==> config.mk <==
export PLATFORM = sky130hd
export DESIGN_NAME = fp_expand_serial_flat
export DESIGN_NICKNAME = d
export VERILOG_FILES = /design/src/rtl/fp_expand_serial_if.sv /design/src/rtl/fp_expand_serial.sv /design/src/flat_wrapper.sv
export SDC_FILE = /design/constraint.sdc
export NUM_CORES = 1
export LEC_CHECK = 0
export CORE_ASPECT_RATIO = 0.9
export CORE_MARGIN = 10
export CORE_UTILIZATION = 55
export CTS_BUF_LIST = sky130_fd_sc_hd__clkbuf_8
export DETAILED_ROUTE_END_ITERATION = 12
export DONT_BUFFER_PORTS = 1
export HOLD_SLACK_MARGIN = 0.15
export PLACE_DENSITY_LB_ADDON = 0.08
export SYNTH_ARGS = -nofsm -noshare
export SYNTH_HDL_FRONTEND = slang
export SYNTH_SLANG_ARGS = --single-unit
==> constraint.sdc <==
create_clock -name clk -period 2.4 [get_ports clk]
set_input_delay 0.24 -clock clk [delete_from_list [all_inputs] [get_ports clk]]
set_output_delay 0.24 -clock clk [all_outputs]
set_load 0.1 [all_outputs]
==> src/rtl/fp_expand_serial_if.sv <==
// fp_expand_serial_if: start/busy/done handshake and S/E/F -> Q data bundle for fp_expand_serial.
interface fp_expand_serial_if #(
    parameter int EW = 3,
    parameter int FW = 4,
    parameter int QW = 12
);
    logic          start;
    logic          S;
    logic [EW-1:0] E;
    logic [FW-1:0] F;
    logic          busy;
    logic          done;
    logic [QW-1:0] Q;
    modport master(output start, S, E, F, input busy, done, Q);
    modport slave(input start, S, E, F, output busy, done, Q);
endinterface

==> src/rtl/fp_expand_serial.sv <==
// fp_expand_serial: rebuilds Q = (-1)^S * F * 2^E as two's complement, one left shift per clock.
module fp_expand_serial #(
    parameter int EW = 3,
    parameter int FW = 4,
    parameter int QW = 12
) (
    input logic clk,
    input logic rst,
    fp_expand_serial_if.slave bus
);
    typedef enum logic {IDLE, SHIFT} state_t;
    state_t        state, state_n;
    logic [QW-1:0] acc, acc_n, q, q_n;
    logic [EW-1:0] cnt, cnt_n;
    logic          sgn, sgn_n, busy, busy_n, done, done_n;
    always_comb begin
        state_n = state;
        acc_n   = acc;
        cnt_n   = cnt;
        sgn_n   = sgn;
        q_n     = q;
        busy_n  = busy;
        done_n  = 1'b0;
        if (state == IDLE) begin
            if (bus.start) begin
                acc_n   = QW'(bus.F);
                cnt_n   = bus.E;
                sgn_n   = bus.S;
                busy_n  = 1'b1;
                state_n = SHIFT;
            end
        end else if (cnt != '0) begin
            acc_n = acc << 1;
            cnt_n = cnt - EW'(1);
        end else begin
            // negating zero wraps back to zero, so S=1,F=0 needs no special case
            q_n     = sgn ? ~acc + QW'(1) : acc;
            done_n  = 1'b1;
            busy_n  = 1'b0;
            state_n = IDLE;
        end
    end
    always_ff @(posedge clk or posedge rst) begin
        if (rst) begin
            state <= IDLE;
            acc   <= '0;
            cnt   <= '0;
            sgn   <= 1'b0;
            q     <= '0;
            busy  <= 1'b0;
            done  <= 1'b0;
        end else begin
            state <= state_n;
            acc   <= acc_n;
            cnt   <= cnt_n;
            sgn   <= sgn_n;
            q     <= q_n;
            busy  <= busy_n;
            done  <= done_n;
        end
    end
    assign bus.busy = busy;
    assign bus.done = done;
    assign bus.Q    = q;
endmodule
==> src/flat_wrapper.sv <==
// flat-port wrapper written by rule: the top's interface ports become plain ports
module fp_expand_serial_flat 
#(
    parameter int EW = 3,
    parameter int FW = 4,
    parameter int QW = 12
)
  (clk, rst, bus_start, bus_S, bus_E, bus_F, bus_busy, bus_done, bus_Q);
  fp_expand_serial_if #(.EW(EW), .FW(FW), .QW(QW)) bus_i ();
  input logic clk;
  input logic rst;
  input wire logic [$bits(bus_i.start)-1:0] bus_start;
  input wire logic [$bits(bus_i.S)-1:0] bus_S;
  input wire logic [$bits(bus_i.E)-1:0] bus_E;
  input wire logic [$bits(bus_i.F)-1:0] bus_F;
  output wire logic [$bits(bus_i.busy)-1:0] bus_busy;
  output wire logic [$bits(bus_i.done)-1:0] bus_done;
  output wire logic [$bits(bus_i.Q)-1:0] bus_Q;
  assign bus_i.start = bus_start;
  assign bus_i.S = bus_S;
  assign bus_i.E = bus_E;
  assign bus_i.F = bus_F;
  assign bus_busy = bus_i.busy;
  assign bus_done = bus_i.done;
  assign bus_Q = bus_i.Q;
  fp_expand_serial #(.EW(EW), .FW(FW), .QW(QW)) u_core (.clk(clk), .rst(rst), .bus(bus_i));
endmodule
==> run_results.csv <==
group,metric,value,unit
critical_path,ff2ff_setup_slack,860,ps
placement,routabilityCongestion,0.7497,
die,io_pins,25,
placement,hpwl,2058,um
critical_path,reg2reg_from,"u_core.state$_DFF_PP0_",
route,dr.pass1.iters,5,
clock_tree,cts_max_level,2,
synthesis,async_reset_ff_share,100.0,%
route,dr.first_iter.drc_count,43,
critical_path,crit_arrival,1700,ps
synthesis,yosys.area.top_type,"dfrtp_1",
clock_tree,ctsResizeCount,0,
clock_tree,clk_latency,280,ps
clock_tree,cts_root_buf,"clkbuf_8",
synthesis,yosysTopAreaCellShare,51.20,%
synthesis,ys_types,29,
synthesis,yosys_warnings,0,
timing,final.setup_skew,4.930,ps
clock_tree,cts_buffers,5,
placement,placement.io_buffers,0,
job,maxCapViolations,0,
worst_hold_path,hp-start,"bus_E[0]",
synthesis,synth_edf_count,0,
clock_tree,clock-sinks,31,
timing,timing.fmax,650.6,MHz
synthesis,syn_area,0.001515,mm2
route,vias,1120,
synthesis,syn-num-nets,174,
critical_path,worst-path-max-fanout,12,
global_route,grt_max_degree,31,
global_route,grt_pass1_vias,1057,
clock_tree,post-cts-setup-buffers,0,
critical_path,worstPathRequired,2570,ps
global_route,grt_pass1_wl,4926,um
clock_tree,cts_tree,"done",
synthesis,synth.area.top_cells,"dfrtp_1 (51%), nand2_1 (8.7%), o21ai_0 (7.9%)",
timing,finalMaxSlewViolations,0,
synthesis,synth_most_common_cell,"nand2_1",
synthesis,ys.flop_type,"dfrtp_1",
finish,final_nets,193,
die,core_area,0.002552,mm2
timing,min_period_over_period,64.04,%
synthesis,synthCells,160,
timing,maxSlewHeadroom,42.39,%
route,wl_per_cell,14.09,um
timing,hold_violations,0,
route,drc,0,
route,wl,2930,um
die,die_w,75.33,um
critical_path,cp-startpoint,"u_core.state$_DFF_PP0_",
critical_path,start_kind,"register",
global_route,groute.usage.overall,12.20,%
finish,area_growth,16.27,%
synthesis,syn_avg_cell_area,9.470,um2
global_route,grt_overflow,0,
critical_path,worstSetupPathType,"reg -> reg",
timing,worst_pin_slew,864.7,ps
clock_tree,clockBufferDepth,2,
global_route,antenna_found_initial,0,
timing,setup_viol,0,
critical_path,end_kind,"register",
synthesis,synth_seq_cells,31,
timing,rsz0062_at_grt,"no",
timing,fin_setup_tns,0,ps
finish,post_route_cells_drive_above_1_share,16.11,%
route,ant_nets,0,
die,die_h,69.80,um
outcome,status,"completed",
die,fp.dieArea,0.005257,mm2
timing,fin_crit,1537,ps
die,rows,17,
route,via_per_inst,5.385,
clock_tree,cts.clk_slew.worst_paths,60,ps
die,start_util,59.36,%
synthesis,synth_commonest_cells,"nand2_1 (35), dfrtp_1 (31), o21ai_0 (24)",
clock_tree,holdBufCountCts,3,
finish,antenna_cells,0,
worst_hold_path,hold_class,"in -> reg",
synthesis,synth-seq-area-share,51.20,%
## critical path, cell delays in order, from the launching register on
cell and delay (ps):
dfrtp_1 630, nand2b_1 420, mux2_2 380
## state kept, by name (all words and copies together), names as in the netlist
name / flops
u_core.acc: 12
u_core.bus.Q: 12
u_core.cnt: 3
u_core.bus.busy: 1
u_core.bus.done: 1
u_core.sgn: 1
u_core.state: 1
## area by class of cell
cell class              instances  area [um2]
fillers                       215       790.8
flip-flops and latches         31       775.7
multi-input cells             108       644.4
repair buffers                 20       157.7
clock buffers                   7       96.34
inverters                      13       48.80
well taps                      28       35.03
clock inverters                 1       3.754
## layout by cell type (no fill, tap or decap), drive strengths merged, types with 2 or more instances in the layout
| cell | count |
|---|---|
| clkbuf | 7 |
| nor4 | 2 |
| dlygate4sd3 | 3 |
| xor2 | 3 |
| o21ai | 26 |
| nor2 | 7 |
| dfrtp | 31 |
| ha | 3 |
| a31oi | 3 |
| mux2i | 7 |
| buf | 17 |
| a21oi | 4 |
| xnor2 | 7 |
| inv | 14 |
| nand2 | 35 |
## final timing paths
| path | to | depth (start not counted) |
|---|---|---|
| setup / recovery | u_core.sgn$_DFFE_PP0P_ | 2 |
| hold / removal | u_core.cnt[0]$_DFFE_PP0P_ | 2 |
| setup reg to reg | u_core.sgn$_DFFE_PP0P_ | 2 |
| hold reg to reg | u_core.bus.Q[4]$_DFFE_PP0P_ | 2 |
| max in group asynchronous | u_core.bus.Q[9]$_DFFE_PP0P_ | 3 |
| min in group asynchronous | u_core.bus.done$_DFF_PP0_ | 2 |
## metrics by stage
stage          utilization (%)  cell area (um2)  hold WS [ps]  setup slack [ps]  instances
6_report                 69.02             1762         165.9             863.0        208
5_1_grt                  69.02             1762         174.6             778.4        208
4_1_cts                  69.02             1762         159.9             883.6        208
3_5_place_dp             63.92             1632        -16.05             900.0        197
3_3_place_gp             63.92             1632        -20.06             921.2        197
2_1_floorplan                -             1515         343.5              1041        160
## kinds of logic (layout without fill, tap and decap cells)
| logic type | after synthesis | after routing | share of synthesized area (%) |
|---|---|---|---|
| flip-flops | 31 | 31 | 51.20 |
| AND/OR/NAND/NOR | 48 | 48 | 14.12 |
| buffers and inverters | 21 | 41 | 6.276 |
| multiplexers | 8 | 8 | 5.368 |
| XOR/XNOR | 10 | 10 | 5.781 |
| adder cells (fa/ha/maj) | 3 | 3 | 2.478 |
| AO/OA/AOI/OAI | 39 | 39 | 14.78 |
## metal layers
| metal | GRT usage [%] | part of all wire [%] | vias up |
|---|---|---|---|
| met4 | 6.748 | 2.2 | 0 |
| met2 | 18.09 | 44 | 30 |
| met5 | 0 | 0 | - |
| met1 | 14.10 | 45 | 518 |
| li1 | - | - | 565 |
| met3 | 5.421 | 8.5 | 7 |
Power is not shown: default switching activity piles up to over one toggle a cycle in this logic, so the estimate is an artifact.
